### config.mk
export PLATFORM = sky130hd
export DESIGN_NAME = mult_seq_core
export DESIGN_NICKNAME = d
export VERILOG_FILES = /design/src/rtl/mult_seq_pkg.sv /design/src/rtl/mult_seq_lane.sv /design/src/rtl/mult_seq_core.sv
export SDC_FILE = /design/constraint.sdc
export NUM_CORES = 1
export LEC_CHECK = 0
export ABC_AREA = 1
export CORE_MARGIN = 2
export CORE_UTILIZATION = 60
export DETAILED_ROUTE_END_ITERATION = 8
export GPL_TIMING_DRIVEN = 1
export PLACE_DENSITY = 0.8
export SKIP_CTS_REPAIR_TIMING = 1
export SYNTH_ARGS = -nofsm -noshare
export SYNTH_HDL_FRONTEND = slang
export SYNTH_SLANG_ARGS = --single-unit
### constraint.sdc
create_clock -name clk_i -period 13.15 [get_ports clk_i]
set_input_delay 2.63 -clock clk_i [delete_from_list [all_inputs] [get_ports clk_i]]
set_output_delay 2.63 -clock clk_i [all_outputs]
set_load 0.01 [all_outputs]
### src/rtl/mult_seq_pkg.sv
// Shared op encodings and FSM state type for the sequential multiplier.
package mult_seq_pkg;

  localparam logic [1:0] OP_MUL    = 2'b00;
  localparam logic [1:0] OP_MULH   = 2'b01;
  localparam logic [1:0] OP_MULHSU = 2'b10;
  localparam logic [1:0] OP_MULHU  = 2'b11;

  typedef enum logic [1:0] {
    ST_IDLE = 2'd0,
    ST_BUSY = 2'd1,
    ST_DONE = 2'd2
  } state_e;

endpackage

### src/rtl/mult_seq_lane.sv
// Combinational signed (XLEN+1) x (LANE_W+1) partial-product multiplier.
module mult_seq_lane #(
  parameter int unsigned XLEN   = 32,
  parameter int unsigned LANE_W = 8
) (
  input  logic [XLEN:0]          a_i,
  input  logic [LANE_W:0]        b_i,
  output logic [XLEN+LANE_W+1:0] p_o
);

  localparam int unsigned PW = XLEN + LANE_W + 2;

  logic signed [PW-1:0] a_x;
  logic signed [PW-1:0] b_x;

  always_comb begin
    a_x = {{(LANE_W + 1){a_i[XLEN]}}, a_i};
    b_x = {{(XLEN + 1){b_i[LANE_W]}}, b_i};
    p_o = a_x * b_x;
  end

endmodule

### src/rtl/mult_seq_core.sv
// Radix-2^LANE_W sequential multiplier (MUL/MULH/MULHSU/MULHU), one slice per cycle.
// Optional zero-operand early-out: define MULT_SEQ_EARLY_OUT_EN.
module mult_seq_core
  import mult_seq_pkg::*;
#(
  parameter int unsigned XLEN   = 32,
  parameter int unsigned LANE_W = 8
) (
  input  logic            clk_i,
  input  logic            rst_i,
  input  logic            flush_i,
  input  logic            req_valid_i,
  output logic            req_ready_o,
  input  logic [1:0]      op_i,
  input  logic [XLEN-1:0] op_a_i,
  input  logic [XLEN-1:0] op_b_i,
  output logic            rsp_valid_o,
  input  logic            rsp_ready_i,
  output logic [XLEN-1:0] result_o,
  output logic            busy_o
);

  localparam int unsigned N  = XLEN / LANE_W;
  localparam int unsigned KW = (N > 1) ? $clog2(N) : 1;
  localparam int unsigned PW = XLEN + LANE_W + 2;

  if (!((LANE_W == 4) || (LANE_W == 8) || (LANE_W == 16) || (LANE_W == 32)) ||
      ((XLEN % LANE_W) != 0)) begin : g_bad_cfg
    $error("mult_seq_core: LANE_W must be 4/8/16/32 and divide XLEN");
  end

  state_e            state_q, state_d;
  logic [XLEN:0]     a_q, a_d;
  logic [XLEN-1:0]   b_q, b_d;
  logic              b_signed_q, b_signed_d;
  logic              hi_q, hi_d;
  logic [2*XLEN-1:0] acc_q, acc_d;
  logic [KW-1:0]     k_q, k_d;

  logic                     req_ready;
  logic                     req_fire;
  logic                     a_signed;
  logic [XLEN-1:0]          b_shift;
  logic [LANE_W-1:0]        slice;
  logic [LANE_W:0]          slice_ext;
  logic [PW-1:0]            p_lane;
  logic signed [2*XLEN-1:0] p_ext;
  logic [2*XLEN-1:0]        addend;

  assign a_signed = (op_i == OP_MULH) || (op_i == OP_MULHSU);

  // Only the top slice of a signed B carries the sign; lower slices are magnitude digits.
  always_comb begin
    b_shift   = b_q >> (k_q * LANE_W);
    slice     = b_shift[LANE_W-1:0];
    slice_ext = {b_signed_q && (k_q == KW'(N - 1)) && slice[LANE_W-1], slice};
    p_ext     = (2*XLEN)'($signed(p_lane));
    addend    = p_ext << (k_q * LANE_W);
  end

  mult_seq_lane #(
    .XLEN   (XLEN),
    .LANE_W (LANE_W)
  ) u_lane (
    .a_i (a_q),
    .b_i (slice_ext),
    .p_o (p_lane)
  );

  always_comb begin
    state_d    = state_q;
    a_d        = a_q;
    b_d        = b_q;
    b_signed_d = b_signed_q;
    hi_d       = hi_q;
    acc_d      = acc_q;
    k_d        = k_q;
    req_ready  = ((state_q == ST_IDLE) || ((state_q == ST_DONE) && rsp_ready_i)) && !flush_i;
    req_fire   = req_valid_i && req_ready;

    if (flush_i) begin
      state_d = ST_IDLE;
      acc_d   = '0;
      k_d     = '0;
    end else begin
      case (state_q)
        ST_BUSY: begin
          acc_d = acc_q + addend;
          if (k_q == KW'(N - 1)) begin
            k_d     = '0;
            state_d = ST_DONE;
          end else begin
            k_d = k_q + 1'b1;
          end
        end
        default: begin
          // DONE shares the accept path with IDLE so back-to-back requests skip the idle bubble.
          if (req_fire) begin
            a_d        = {a_signed & op_a_i[XLEN-1], op_a_i};
            b_d        = op_b_i;
            b_signed_d = (op_i == OP_MULH);
            hi_d       = (op_i != OP_MUL);
            acc_d      = '0;
            k_d        = '0;
            state_d    = ST_BUSY;
`ifdef MULT_SEQ_EARLY_OUT_EN
            if ((op_a_i == '0) || (op_b_i == '0)) begin
              state_d = ST_DONE;
            end
`else
`endif
          end else if ((state_q == ST_DONE) && rsp_ready_i) begin
            state_d = ST_IDLE;
          end
        end
      endcase
    end
  end

  always_ff @(posedge clk_i or posedge rst_i) begin
    if (rst_i) begin
      state_q    <= ST_IDLE;
      a_q        <= '0;
      b_q        <= '0;
      b_signed_q <= 1'b0;
      hi_q       <= 1'b0;
      acc_q      <= '0;
      k_q        <= '0;
    end else begin
      state_q    <= state_d;
      a_q        <= a_d;
      b_q        <= b_d;
      b_signed_q <= b_signed_d;
      hi_q       <= hi_d;
      acc_q      <= acc_d;
      k_q        <= k_d;
    end
  end

  assign req_ready_o = req_ready;
  assign rsp_valid_o = (state_q == ST_DONE);
  assign busy_o      = (state_q != ST_IDLE);
  assign result_o    = rsp_valid_o ? (hi_q ? acc_q[2*XLEN-1:XLEN] : acc_q[XLEN-1:0]) : '0;

endmodule

==> results.yml <==
run_status:
  outcome: "finished, final reports clean"
routing:
  vias: 21340
  drc: 0
  drt_iter0_drc: 2015
  first_pass_iters: 6
  top_layer_used: "met4"
  vias_per_cell: 6.035
  routed_wl_mm: 74.08
  route.detailed.wl_per_inst_um: 20.95
  wl_met1_mm: 27.59
  wl_met2_mm: 35.06
  route.met3.wl_mm: 5.915
  antenna_left: 0
final_layout:
  finalNonFillerCells: 3536
  layout-drive-gt1-share: 0.03895
  nNetsFinal: 3538
  num-fill-cells: 2968
  syn2layout_area_growth_pct: 9.469
  diodes: 0
timing:
  tns_ns: 0
  tightest_slew_ns: 1.336
  setup_viol: 0
  min_period_ns: 10.91
  whs_ns: 0.4837
  max_freq_ghz: 0.09168
  rsz0062_at_grt: "false"
  clock_skew_ns: 0.01175
  drv_slew: 0
  slew-limit-headroom: 0.1084
  post-route-period-util: 0.8295
  hold_viol: 0
setup_path:
  required_ns: 13.49
  crit_path_end_kind: "flop"
  cp_num_buf_inv: 6
  crit_path_max_fanout: 63
  crit_family: "adder cells"
  path_class: "reg -> reg"
  crit_top_cell: "nand2_1"
  max_stage_delay_ns: 1.06
  critPathArrivalTime_ns: 11.25
  cp_slowest_cell: "dfrtp_2"
  start_kind: "flop"
yosys:
  synth_area_leaders: "fa_1 23%, dfrtp_1 16%, nand2_1 15%, ha_1 9.4%, inv_1 7.3%"
  yosysWarnings: 0
  synth.net_count: 3485
  ys_seq_area_frac: 0.1604
  synth_area_um2: 21060
  ys_types: 58
  ys_ff_latch: 135
  syn_inst: 3015
  synth_top_area_share: 0.2281
  yosysTopAreaCell: "fa_1"
  synth.avg_cell_area_um2: 6.986
die:
  ios: 106
  initial_utilization: 0.6098
  core-area_um2: 34540
  fp-row-count: 68
  die_w_um: 191.4
  die_y_um: 191.4
  die_area_um2: 36620
grt:
  grt_pass1_wl_mm: 115.6
  grtUsageTotal: 0.4141
  grt.overflow.total: 0
  grt_max_degree: 89
  antenna_found_initial: 0
  grt_pass1_vias: 21770
cts:
  numCtsBuffers: 17
  cts_buffer_depth: 2
  cts.sinks: 135
  root_buffer: "clkbuf_16"
  clock_latency_ns: 0.47
  clk_pin_slew_worst_paths_ns: 0.07
  h-tree-depth: 4
  cts_tree: "yes"
placed_design:
  io_buffer_count: 105
  dp.final_hpwl_mm: 59.16
  place_inst: 3504
  place_congestion: 1.078
job:
  cap_violations: 0
min_path:
  min_path_type: "reg -> reg"
-- cells in the final DEF (no fill, tap or decap), drive strengths merged, types with 2 or more instances in the layout --
| cell | Yosys | routed |
|---|---|---|
| nor2 | 395 | 395 |
| bufinv | 0 | 3 |
| ha | 159 | 159 |
| nor3 | 17 | 17 |
| dfrtp | 135 | 135 |
| buf | 29 | 16 |
| o211ai | 5 | 5 |
| xor2 | 18 | 18 |
| xnor2 | 12 | 12 |
| nand3b | 7 | 7 |
| nand3 | 131 | 131 |
| a211oi | 2 | 2 |
| nor4 | 6 | 6 |
| a32o | 4 | 4 |
| o31ai | 5 | 5 |
| o21ai | 211 | 211 |
| clkbuf | 58 | 18 |
| or2 | 5 | 5 |
| o32ai | 2 | 2 |
| inv | 418 | 424 |
| and3 | 4 | 4 |
| o221ai | 4 | 4 |
| a21o | 11 | 11 |
| nand4 | 9 | 9 |
| nand2 | 859 | 859 |
| clkdlybuf4s50 | 0 | 105 |
| a21oi | 198 | 198 |
| fa | 240 | 240 |
| o21bai | 20 | 20 |
| mux2i | 4 | 4 |
| clkinv | 6 | 10 |
| a21boi | 7 | 7 |
| a31oi | 27 | 27 |
| o22ai | 2 | 2 |
-- synthesized netlist by cell type, drive strengths merged --
cell type / count
o211a: 1
nand2: 859
clkbuf: 58
and3: 4
dfrtp: 135
o21a: 1
nand3b: 7
clkinv: 6
a31oi: 27
a32o: 4
o31ai: 5
or2: 5
a31o: 1
ha: 159
nand3: 131
fa: 240
nor2: 395
o22ai: 2
o221ai: 4
nor3: 17
inv: 418
xnor2: 12
a21oi: 198
xor2: 18
a21boi: 7
buf: 29
mux2i: 4
a21o: 11
nor4: 6
a22oi: 1
o32ai: 2
o21ai: 211
and2: 1
o211ai: 5
nand4: 9
o21bai: 20
a211oi: 2
-- cell families (layout without fill, tap and decap cells) --
family,after synthesis,count (layout),share of synthesized area
buf+inv,511,577,0.09374
flops,135,135,0.1604
simple gates,1434,1434,0.2766
fa+ha+maj,399,399,0.3226
mux,4,4,0.001901
compound gates,502,502,0.1324
xor+xnor,30,30,0.01247
-- worst reg2reg max path: cells and delay by family, from the launching register on --
family / cells / cell delay, ns
AO/OA/AOI/OAI: 6 / 1.14
flip-flops: 1 / 1.06
buffers and inverters: 6 / 2.03
XOR/XNOR: 1 / 0.20
AND/OR/NAND/NOR: 21 / 2.96
adder cells (fa/ha/maj): 7 / 3.39
-- layout make-up --
cell class / count / area (um2) / share of cell area
clock buffer: 18 / 439.2 / 0.01905
clock inverter: 14 / 188.9 / 0.008194
inverter: 424 / 1597 / 0.06924
multi-input combinational: 2369 / 15710 / 0.6815
sequential: 135 / 3379 / 0.1466
tap: 455 / 569.3 / 0.02469
timing repair buffer: 121 / 1171 / 0.05079
-- through the flow --
step                cell area [um2]  setup slack (ns)  utilization
detailed placement            22430             2.708       0.6493
finish                        23060             2.242       0.6675
global route                  23060             1.808       0.6675
floorplan                     21060             5.958            -
global placement              22430             2.859       0.6493
CTS                           23060             2.666       0.6675
-- per-layer routing --
metal | vias to the layer above | global-route usage
met1 | 10110 | 0.4977
met4 | 0 | 0.2713
met2 | 1261 | 0.6940
li1 | 9630 | -
met5 | - | 0
met3 | 336 | 0.05930
-- path summary, 6_finish.rpt --
| path | startpoint | depth (start not counted) | slack [ns] | to |
|---|---|---|---|---|
| worst max-delay path | k_q[1] | 41 | 2.24 | acc_q[59] |
| worst max register to register | k_q[1] | 41 | 2.24 | acc_q[59] |
| worst min register to register | b_q[31] | 2 | 0.48 | b_q[31] |
| worst min-delay path | b_q[31] | 2 | 0.48 | b_q[31] |
| max in group asynchronous | rst_i | 3 | 9.18 | a_q[24] |
| min in group asynchronous | rst_i | 2 | 2.68 | acc_q[12] |
-- flip-flops by register name, indices dropped and copies added (netlist names) --
name and count:
hi_q 1, a_q 33, b_q 32, b_signed_q 1, k_q 2, acc_q 64
state_q 2
Power is left out: the tool's default activity adds up to more than one toggle a clock period on the data nets, which glitch-free logic cannot reach.
